File: src/rtl/vend_pkg.sv
// Shared constants and types for the change dispenser: coin values, FSM states
// and the one-hot coin select.
package vend_pkg;

    localparam int COIN_5  = 5;
    localparam int COIN_10 = 10;
    localparam int COIN_25 = 25;

    typedef enum logic [2:0] {
        IDLE,
        SELECT,
        EJECT_WAIT,
        DONE,
        FAULT
    } chg_state_t;

    typedef struct packed {
        logic c25;
        logic c10;
        logic c5;
    } coin_sel_t;

    function automatic int coin_value(input coin_sel_t c);
        return c.c25 ? COIN_25 : c.c10 ? COIN_10 : c.c5 ? COIN_5 : 0;
    endfunction

endpackage

File: src/rtl/change_dispenser_if.sv
// Vending-side and hopper-side signals of the change dispenser.
// low_change exists only when COIN_INVENTORY_EN is defined.
interface change_dispenser_if #(
    parameter int WIDTH = 8
);
    logic             start;
    logic [WIDTH-1:0] credit;
    logic [WIDTH-1:0] price;
    logic             hopper_ack;
    logic             eject_25;
    logic             eject_10;
    logic             eject_5;
    logic             busy;
    logic             done;
    logic [WIDTH-1:0] change_left;
    logic             underflow;
    logic             fault;

`ifdef COIN_INVENTORY_EN
    logic [2:0]       low_change;

    modport slave (
        input  start, credit, price, hopper_ack,
        output eject_25, eject_10, eject_5, busy, done, change_left, underflow, fault, low_change
    );
    modport master (
        output start, credit, price, hopper_ack,
        input  eject_25, eject_10, eject_5, busy, done, change_left, underflow, fault, low_change
    );
`else
    modport slave (
        input  start, credit, price, hopper_ack,
        output eject_25, eject_10, eject_5, busy, done, change_left, underflow, fault
    );
    modport master (
        output start, credit, price, hopper_ack,
        input  eject_25, eject_10, eject_5, busy, done, change_left, underflow, fault
    );
`endif

endinterface

File: src/rtl/edge_detector.sv
// Rising-edge detector: one-cycle pulse on the cycle din goes from 0 to 1.
module edge_detector (
    input  logic clk,
    input  logic reset_n,
    input  logic din,
    output logic rise
);

    logic din_q;

    always_ff @(posedge clk or negedge reset_n) begin
        if (!reset_n) din_q <= 1'b0;
        else          din_q <= din;
    end

    assign rise = din & ~din_q;

endmodule

File: src/rtl/change_dispenser.sv
// Pays out credit-price largest coin first (25/10/5), one eject per hopper ack.
// COIN_INVENTORY_EN adds per-denomination stock counters and low_change flags.
module change_dispenser
    import vend_pkg::*;
#(
    parameter int WIDTH       = 8,
`ifdef COIN_INVENTORY_EN
    parameter int INV_W       = 6,
    parameter int INIT_INV    = 20,
`endif
    parameter int ACK_TIMEOUT = 1000
) (
    input  logic               clk,
    input  logic               reset_n,
    change_dispenser_if.slave  bus
);

    localparam int TW = (ACK_TIMEOUT > 2) ? $clog2(ACK_TIMEOUT) : 1;

    chg_state_t       state, state_nx;
    logic [WIDTH-1:0] left_q, left_nx;
    logic             armed_q, armed_nx;
    coin_sel_t        coin_q, coin_nx;
    coin_sel_t        eject_q, eject_nx;
    logic [TW-1:0]    tmr_q, tmr_nx;
    logic             ack_rise;
    coin_sel_t        avail;
    coin_sel_t        pick;

    edge_detector u_ack_edge (
        .clk     (clk),
        .reset_n (reset_n),
        .din     (bus.hopper_ack),
        .rise    (ack_rise)
    );

`ifdef COIN_INVENTORY_EN
    logic [2:0][INV_W-1:0] inv_q;

    always_ff @(posedge clk or negedge reset_n) begin
        if (!reset_n) begin
            inv_q <= {3{INV_W'(INIT_INV)}};
        end else if (state == EJECT_WAIT && ack_rise) begin
            if (coin_q.c25) inv_q[2] <= inv_q[2] - INV_W'(1);
            if (coin_q.c10) inv_q[1] <= inv_q[1] - INV_W'(1);
            if (coin_q.c5)  inv_q[0] <= inv_q[0] - INV_W'(1);
        end
    end

    assign avail.c25      = (inv_q[2] != '0);
    assign avail.c10      = (inv_q[1] != '0);
    assign avail.c5       = (inv_q[0] != '0);
    assign bus.low_change = {~avail.c25, ~avail.c10, ~avail.c5};
`else
    assign avail = coin_sel_t'(3'b111);
`endif

    // Largest stocked coin that still fits in the remaining change.
    always_comb begin
        pick = '0;
        if (avail.c25 && left_q >= WIDTH'(COIN_25))      pick.c25 = 1'b1;
        else if (avail.c10 && left_q >= WIDTH'(COIN_10)) pick.c10 = 1'b1;
        else if (avail.c5 && left_q >= WIDTH'(COIN_5))   pick.c5  = 1'b1;
    end

    always_ff @(posedge clk or negedge reset_n) begin
        if (!reset_n) begin
            state   <= IDLE;
            left_q  <= '0;
            armed_q <= 1'b0;
            coin_q  <= '0;
            eject_q <= '0;
            tmr_q   <= '0;
        end else begin
            state   <= state_nx;
            left_q  <= left_nx;
            armed_q <= armed_nx;
            coin_q  <= coin_nx;
            eject_q <= eject_nx;
            tmr_q   <= tmr_nx;
        end
    end

    always_comb begin
        state_nx = state;
        left_nx  = left_q;
        armed_nx = armed_q;
        coin_nx  = coin_q;
        eject_nx = '0;
        tmr_nx   = tmr_q;
        case (state)
            IDLE: begin
                if (bus.start) begin
                    state_nx = SELECT;
                    if (bus.credit >= bus.price) begin
                        left_nx  = bus.credit - bus.price;
                        armed_nx = 1'b0;
                    end else begin
                        left_nx  = '0;
                        armed_nx = 1'b1;
                    end
                end
            end
            SELECT: begin
                if (pick != '0) begin
                    coin_nx  = pick;
                    eject_nx = pick;
                    tmr_nx   = '0;
                    state_nx = EJECT_WAIT;
                end else begin
                    state_nx = DONE;
                end
            end
            EJECT_WAIT: begin
                // An ack edge on the last timer cycle still counts.
                if (ack_rise) begin
                    left_nx  = left_q - WIDTH'(coin_value(coin_q));
                    state_nx = SELECT;
                end else if (tmr_q == TW'(ACK_TIMEOUT - 1)) begin
                    state_nx = FAULT;
                end else begin
                    tmr_nx = tmr_q + TW'(1);
                end
            end
            DONE: begin
                armed_nx = 1'b0;
                state_nx = IDLE;
            end
            FAULT:   state_nx = FAULT;
            default: state_nx = IDLE;
        endcase
    end

    // Eject is registered so it lines up with the first EJECT_WAIT cycle.
    assign bus.eject_25    = eject_q.c25;
    assign bus.eject_10    = eject_q.c10;
    assign bus.eject_5     = eject_q.c5;
    assign bus.busy        = (state == SELECT) || (state == EJECT_WAIT);
    assign bus.done        = (state == DONE);
    assign bus.underflow   = (state == DONE) && armed_q;
    assign bus.fault       = (state == FAULT);
    assign bus.change_left = left_q;

endmodule

File: src/flat_wrapper.sv
// flat-port wrapper written by rule: the top's interface ports become plain ports
module change_dispenser_flat import vend_pkg::*;
#(
    parameter int WIDTH       = 8,

    parameter int ACK_TIMEOUT = 1000
)
  (clk, reset_n, bus_start, bus_credit, bus_price, bus_hopper_ack, bus_eject_25, bus_eject_10, bus_eject_5, bus_busy, bus_done, bus_change_left, bus_underflow, bus_fault);
  change_dispenser_if #(.WIDTH(WIDTH)) bus_i ();
  input  logic clk;
  input  logic reset_n;
  input wire logic [$bits(bus_i.start)-1:0] bus_start;
  input wire logic [$bits(bus_i.credit)-1:0] bus_credit;
  input wire logic [$bits(bus_i.price)-1:0] bus_price;
  input wire logic [$bits(bus_i.hopper_ack)-1:0] bus_hopper_ack;
  output wire logic [$bits(bus_i.eject_25)-1:0] bus_eject_25;
  output wire logic [$bits(bus_i.eject_10)-1:0] bus_eject_10;
  output wire logic [$bits(bus_i.eject_5)-1:0] bus_eject_5;
  output wire logic [$bits(bus_i.busy)-1:0] bus_busy;
  output wire logic [$bits(bus_i.done)-1:0] bus_done;
  output wire logic [$bits(bus_i.change_left)-1:0] bus_change_left;
  output wire logic [$bits(bus_i.underflow)-1:0] bus_underflow;
  output wire logic [$bits(bus_i.fault)-1:0] bus_fault;
  assign bus_i.start = bus_start;
  assign bus_i.credit = bus_credit;
  assign bus_i.price = bus_price;
  assign bus_i.hopper_ack = bus_hopper_ack;
  assign bus_eject_25 = bus_i.eject_25;
  assign bus_eject_10 = bus_i.eject_10;
  assign bus_eject_5 = bus_i.eject_5;
  assign bus_busy = bus_i.busy;
  assign bus_done = bus_i.done;
  assign bus_change_left = bus_i.change_left;
  assign bus_underflow = bus_i.underflow;
  assign bus_fault = bus_i.fault;
  change_dispenser #(.WIDTH(WIDTH), .ACK_TIMEOUT(ACK_TIMEOUT)) u_core (.clk(clk), .reset_n(reset_n), .bus(bus_i));
endmodule
File: config.mk
export PLATFORM = sky130hd
export DESIGN_NAME = change_dispenser_flat
export DESIGN_NICKNAME = d
export VERILOG_FILES = /design/src/rtl/vend_pkg.sv /design/src/rtl/change_dispenser_if.sv /design/src/rtl/edge_detector.sv /design/src/rtl/change_dispenser.sv /design/src/flat_wrapper.sv
export SDC_FILE = /design/constraint.sdc
export NUM_CORES = 1
export LEC_CHECK = 0
export CORE_MARGIN = 2
export CORE_UTILIZATION = 47
export DETAILED_ROUTE_END_ITERATION = 10
export GPL_ROUTABILITY_DRIVEN = 1
export PLACE_DENSITY = 0.71
export SKIP_CTS_REPAIR_TIMING = 1
export SYNTH_ARGS = -nofsm -noshare
export SYNTH_HDL_FRONTEND = slang
export SYNTH_SLANG_ARGS = --single-unit
File: constraint.sdc
create_clock -name clk -period 2.7 [get_ports clk]
set_input_delay 0.81 -clock clk [delete_from_list [all_inputs] [get_ports clk]]
set_output_delay 0.81 -clock clk [all_outputs]
set_load 0.01 [all_outputs]
### After elaboration in Yosys (flattened, before gate mapping)

Index checks and enable logic that the tools add are counted.

| storage, ports and cells | value |
|---|---|
| flip-flop bits (word level) | 29 |
| input bits | 20 |
| output and inout port bits | 15 |
| logic and storage cells | 69 |

| cells by class | value |
|---|---|
| $add $sub $neg | 3 |
| order comparisons | 4 |
| equality and inequality tests | 11 |
| multiplexer cells | 26 |
| bitwise operators | 2 |
| reduce and logical (&&, ||, !) cells | 12 |

Operator list:

| kind | count |
|---|---|
| $mux W8 | 5 |
| $mux W10 | 3 |
| $pmux W10 S2 | 1 |
| $mux W3 | 6 |
| $pmux W8 S2 | 1 |
| $sub A8 B8 Y8 | 2 |
| $pmux W3 S4 | 1 |
| $add A10 B1 Y10 const B | 1 |
| $eq A10 B10 Y1 const B | 1 |
| $ge A8 B3 Y1 const B | 1 |
| $ge A8 B4 Y1 const B | 1 |
| $ge A8 B5 Y1 const B | 1 |
| $ge A8 B8 Y1 | 1 |
| $mux W1 | 7 |
| $eq A3 B2 Y1 const B | 2 |
| $ne A2 B2 Y1 const B | 3 |
| $reduce_and A2 Y1 | 3 |
| $reduce_bool A2 Y1 | 3 |
| $ne A2 B1 Y1 const B | 2 |
| $reduce_and A4 Y1 | 1 |
| $eq A3 B1 Y1 const B | 1 |
| $eq A3 B3 Y1 const B | 1 |
| $logic_not A3 Y1 | 1 |
| $ne A3 B1 Y1 const B | 1 |
| 8 further kinds | 8 |

### Logic depth before layout (Yosys ltp)

| depth | value |
|---|---|
| depth after elaboration | 7 |
| gate-level depth with buffers | 9 |
| mapped depth without buffers | 9 |

### Cells and area by module

A second synthesis with hierarchy kept.

| unflattened totals | value |
|---|---|
| cells, all modules | 236 |
| area, all modules | 2084.5 µm² |

By module, submodules not included:

| module | times used | cells an instance | area an instance (µm²) | sequential area each (µm²) |
|---|---|---|---|---|
| change_dispenser | 1 | 234 | 2045.7 | 700.7 |
| edge_detector | 1 | 2 | 38.8 | 25.0 |

### Worst setup path after synthesis

No wires, ideal clock.

| path | value |
|---|---|
| kind | input -> register |
| start point | in bus_credit[0] |
| end point | reg u_core.left_q[6] (netlist: u_core.bus.change_left[6]) |
| setup time | 0.104 ns |
| data arrival time | 2.451 ns |
| required time | 2.596 ns |
| path slack | 0.145 ns |
| stages on the path | 9 |
| path buffers | 0 |
| cells stage by stage | inv_1 ha_1 inv_1 fa_1 a211oi_1 nor2_1 nor4b_1 o31ai_1 a221oi_1 |

| between the ends | value |
|---|---|
| cells in the longest elaborated chain, start to end | 4 |
| elaborated cells on any way between the ends | 5 |
| those cells by class | add/sub: 1; order compare: 1; mux: 3 |

Ends and longest elaborated chain:

| what | line | source |
|---|---|---|
| start, declared | flat_wrapper.sv:13 | `input wire logic [$bits(bus_i.credit)-1:0] bus_credit;` |
| $sub A8 B8 Y8 or $ge A8 B8 Y1 (tied branches) | change_dispenser.sv:96, change_dispenser.sv:95 |  |
| $mux W8 (*) | change_dispenser.sv:95 | `if (bus.credit >= bus.price) begin` |
| $mux W8 (*) | change_dispenser.sv:93 | `if (bus.start) begin` |
| $pmux W8 S2 (*) | change_dispenser.sv:91 | `case (state)` |
| end signal, assigned | change_dispenser.sv:76 | `left_q <= left_nx;` |
| end, declared | change_dispenser.sv:21 | `logic [WIDTH-1:0] left_q, left_nx;` |

Every way passes the cells marked *; elsewhere a longest branch is shown, timed or not. The select of a mux whose other input is x is not followed.
A chain may end at the register's enable or synchronous reset.

### Worst setup path in the final report

| path | value |
|---|---|
| start point | reg u_core.state[2] |
| end point | out bus_busy |

| between the ends | value |
|---|---|
| cells in the longest elaborated chain, start to end | 2 |
| elaborated cells on any way between the ends | 3 |
| those cells by class | eq/ne: 2; reduce/logical: 1 |

Ends and longest elaborated chain:

| what | line | source |
|---|---|---|
| start, declared | change_dispenser.sv:20 | `chg_state_t state, state_nx;` |
| start signal, assigned | change_dispenser.sv:75 | `state <= state_nx;` |
| $eq A3 B1 Y1 or $eq A3 B2 Y1 (tied branches) | change_dispenser.sv:138 | `assign bus.busy = (state == SELECT) \|\| (state == EJECT_WAIT);` |
| $logic_or A1 B1 Y1 (*) | change_dispenser.sv:138 |  |
| end, declared | flat_wrapper.sv:19 | `output wire logic [$bits(bus_i.busy)-1:0] bus_busy;` |

Every way passes the cells marked *; elsewhere a longest branch is shown, timed or not.

==> impl_metrics.json <==
{
  "synth_async_sr_flop_share": 1.00,
  "comb_power_share": 0.552,
  "die_width_um": 72.9,
  "power.static_leakage_uw": 0.00135,
  "final_critical_path_setup_slack_ns": 0.0381,
  "post_synth.cell_area_avg_um2": 8.44,
  "worst_path_dominant_cell_family": "simple AND/OR/NAND/NOR gates",
  "synth.top_cell.area_share": 0.326,
  "synth_top_area_cell": "sky130_fd_sc_hd__dfrtp_1",
  "row_count": 25,
  "antenna_found_initial": 0,
  "final_util": 0.638,
  "n_antenna_cell": 0,
  "clock_insertion_delay_at_the_later_pin_of_the_skew_report_ns": 0.28,
  "ys_ff_latch": 29,
  "worstSetupEndpointType": "output pin",
  "timing.final.crit_share": 0.986,
  "grt_pass1_vias": 1972,
  "number_of_design_rule_violations_left_by_the_first_detailed_router_iteration": 173,
  "route.layer.met1.wl_um": 2440,
  "yosysUniqueCellTypes": 55,
  "antenna_left": 0,
  "dr_total_vias": 2150,
  "synth_top_flop_cell": "sky130_fd_sc_hd__dfrtp_1",
  "synth-edff-count": 0,
  "setup-violations-final": 0,
  "timing.clock.skew_ns": 0.00575,
  "synth_area_um2": 2230,
  "worst_r2r_endpoint": "u_core.bus.change_left[5]",
  "ff2ff_setup_slack_ns": 0.57,
  "hold_path.startpoint": "u_core.tmr_q[8]",
  "met3_length_um": 163,
  "tritoncts.num_buffers": 5,
  "clock_path_buffers": 2,
  "grt_overflow_total": 0,
  "clockRootBuffer": "sky130_fd_sc_hd__clkbuf_8",
  "finalPower_uw": 2880,
  "worst_path_largest_cell_delay_ns": 0.53,
  "avgRoutedWirePerCell_um": 14.2,
  "maxCapViolCount": 0,
  "detailed_place.area_um2": 2750,
  "hp-class": "register to register",
  "io-pin-count": 35,
  "via_count_normalized_by_instance_count": 5.63,
  "finalSetupTns_ns": 0,
  "wire_length_of_the_first_global_routing_pass_um": 9040,
  "port_buffers": 34,
  "power_frac_seq": 0.262,
  "layout.cells.most_common": "sky130_fd_sc_hd__clkdlybuf4s50_1",
  "drive_above_1_share": 0.168,
  "critical-path-slowest-cell": "sky130_fd_sc_hd__clkdlybuf4s50_1",
  "final_net_count": 363,
  "areaGrowthSynthToFinish_pct": 33.4,
  "achievable-frequency_mhz": 376,
  "place_congestion": 0.920,
  "starting_density": 0.478,
  "detailroute.wirelength.met2_um": 2770,
  "net-switching-power_uw": 1160,
  "post-route-min-period_ns": 2.66,
  "htree_levels": 2,
  "cp_num_buf_inv": 1,
  "outcome": "complete, no violations",
  "clkPwrFrac": 0.187,
  "grt_util_all_layers": 0.214,
  "hold_viol": 0,
  "drcViolationCount": 0,
  "dpl.hpwl_um": 4050,
  "holdPathEnd": "u_core.tmr_q[8]",
  "r2r_start": "u_core.coin_q[2]",
  "largest_net_degree_at_the_start_of_global_routing": 30,
  "timing.critical_path.fanout_max": 9,
  "internal_power_uw": 1720,
  "cts.sink_count": 29,
  "worst_ir_drop_vdd_v": 0.000406,
  "worst-r2r-cell-count": 8,
  "wl_um": 5440,
  "synth-seq-area-share": 0.326,
  "clock_tree_from_tritoncts": "done",
  "setup.worst_path.class": "register to output pin",
  "die-height_um": 72.9,
  "die-area_um2": 5310,
  "clkSlewWorstSetupHoldPaths_ns": 0.06,
  "drt_pre_antenna_iters": 4,
  "total_count_of_max_transition_violations_in_the_final_report": 0,
  "worst-slew-pin-transition_ns": 0.457,
  "cp.required_ns": 1.89,
  "highest-signal-layer": "met4",
  "post_synth_inst_count": 264,
  "slew_headroom": 0.693,
  "synth_nets": 300,
  "worstPathCellList": "or3b_4 > nand2_8 > clkdlybuf4s50_1",
  "hold-path-cell-count": 1,
  "cp_data_arrival_time_ns": 1.85,
  "dpl_worst_slack_ns": -0.456,
  "power_density_over_the_cells_nw_per_um2": 970,
  "power.share.switching": 0.403,
  "synth_area_leaders": "sky130_fd_sc_hd__dfrtp_1 (33%), sky130_fd_sc_hd__ha_1 (7.9%), sky130_fd_sc_hd__o21ai_0 (6.1%), sky130_fd_sc_hd__nor2_1 (4.4%), sky130_fd_sc_hd__nand2_1 (4.0%)",
  "design_area_um2": 2970,
  "worstSetupPathDepth": 3,
  "floorplan.core_area_um2": 4660,
  "commonest_cells_after_routing_fill_and_taps_aside": "sky130_fd_sc_hd__clkdlybuf4s50_1 (32), sky130_fd_sc_hd__buf_4 (29), sky130_fd_sc_hd__dfrtp_1 (28)",
  "crit_path_start_kind": "register",
  "yosys_warnings": 0
}
-- kinds of logic (layout without fill, tap and decap cells) --
| group | Yosys count | after routing | share of synthesized area |
|---|---|---|---|
| AND/OR/NAND/NOR | 102 | 102 | 0.248 |
| adder cells (fa/ha/maj) | 16 | 16 | 0.0966 |
| buffers and inverters | 28 | 92 | 0.0601 |
| XOR/XNOR | 5 | 5 | 0.0197 |
| multiplexers | 2 | 2 | 0.0101 |
| flip-flops | 29 | 29 | 0.326 |
| AO/OA/AOI/OAI | 82 | 82 | 0.240 |
-- power groups by stage --
stage                     sequential, µW  clock [µW]  combinational, µW
after floorplan                      728           0               1050
after global routing                 779         558               1770
final                                754         539               1590
after CTS                            751         546               1550
after global placement               750           0               1520
after detailed placement             755           0               1530
-- worst reg2reg max path, delay by kind of cell, from the launching register on --
kind	cells	cell delay [ns]
multiplexers	1	0.38
AO/OA/AOI/OAI	4	0.68
AND/OR/NAND/NOR	2	0.25
flip-flops	1	0.42
adder cells (fa/ha/maj)	1	0.33
-- layout make-up --
cell class                      count  area [µm²]
Sequential cell                    29         727
Inverter                           21        78.8
Fill cell                         399        1690
Clock inverter                      3        65.1
Multi-Input combinational cell    207        1400
Clock buffer                        5        68.8
Timing Repair Buffer               63         563
Tap cell                           54        67.6
-- cell usage after synthesis, types with 3 or more instances --
cell type and instances:
sky130_fd_sc_hd__nand2_1 24, sky130_fd_sc_hd__xnor2_1 5, sky130_fd_sc_hd__o211ai_1 4, sky130_fd_sc_hd__nor2b_1 4
sky130_fd_sc_hd__o21a_1 6, sky130_fd_sc_hd__dfrtp_1 29, sky130_fd_sc_hd__nand3_1 11, sky130_fd_sc_hd__buf_6 3
sky130_fd_sc_hd__nor3_1 6, sky130_fd_sc_hd__nor2_1 26, sky130_fd_sc_hd__o21ai_0 27, sky130_fd_sc_hd__a31oi_1 6
sky130_fd_sc_hd__nand4_1 4, sky130_fd_sc_hd__ha_1 14, sky130_fd_sc_hd__inv_1 21, sky130_fd_sc_hd__a21o_1 6
sky130_fd_sc_hd__nand2b_1 3, sky130_fd_sc_hd__a21oi_1 12, sky130_fd_sc_hd__o31ai_1 5, sky130_fd_sc_hd__a211oi_1 3
-- metal layers --
metal,up-vias,track usage
met1,1006,0.279
met2,54,0.372
li1,1083,-
met3,7,0.0276
met4,0,0.0617
met5,-,0
-- worst max-delay path by stage --
stage / slack (ns) / endpoint / startpoint
2_1_floorplan: 0.15 / u_core.bus.change_left[6] / bus_credit[0]
3_3_place_gp: -0.35 / u_core.bus.change_left[6] / bus_credit[0]
3_5_place_dp: -0.46 / u_core.bus.change_left[6] / bus_price[0]
4_1_cts: -0.17 / u_core.bus.change_left[6] / bus_price[0]
5_1_grt: -0.0007 / bus_busy / u_core.state[2]
6_report: 0.04 / bus_busy / u_core.state[2]
-- flip-flops by register name, summed over array words and instances, names as in the netlist --
signal                   flops
u_core.bus.eject_5           1
u_core.coin_q                3
u_core.bus.eject_25          1
u_core.tmr_q                10
u_core.state                 3
u_core.u_ack_edge.din_q      1
u_core.bus.eject_10          1
u_core.bus.change_left       8
u_core.armed_q               1
-- stage by stage --
stage	cells	hold slack, ns
floorplan	264	0.467
global placement	367	0.489
detailed placement	367	0.501
CTS	375	0.520
global route	382	0.545
finish	382	0.519
Power figures use the tool's default switching activity.
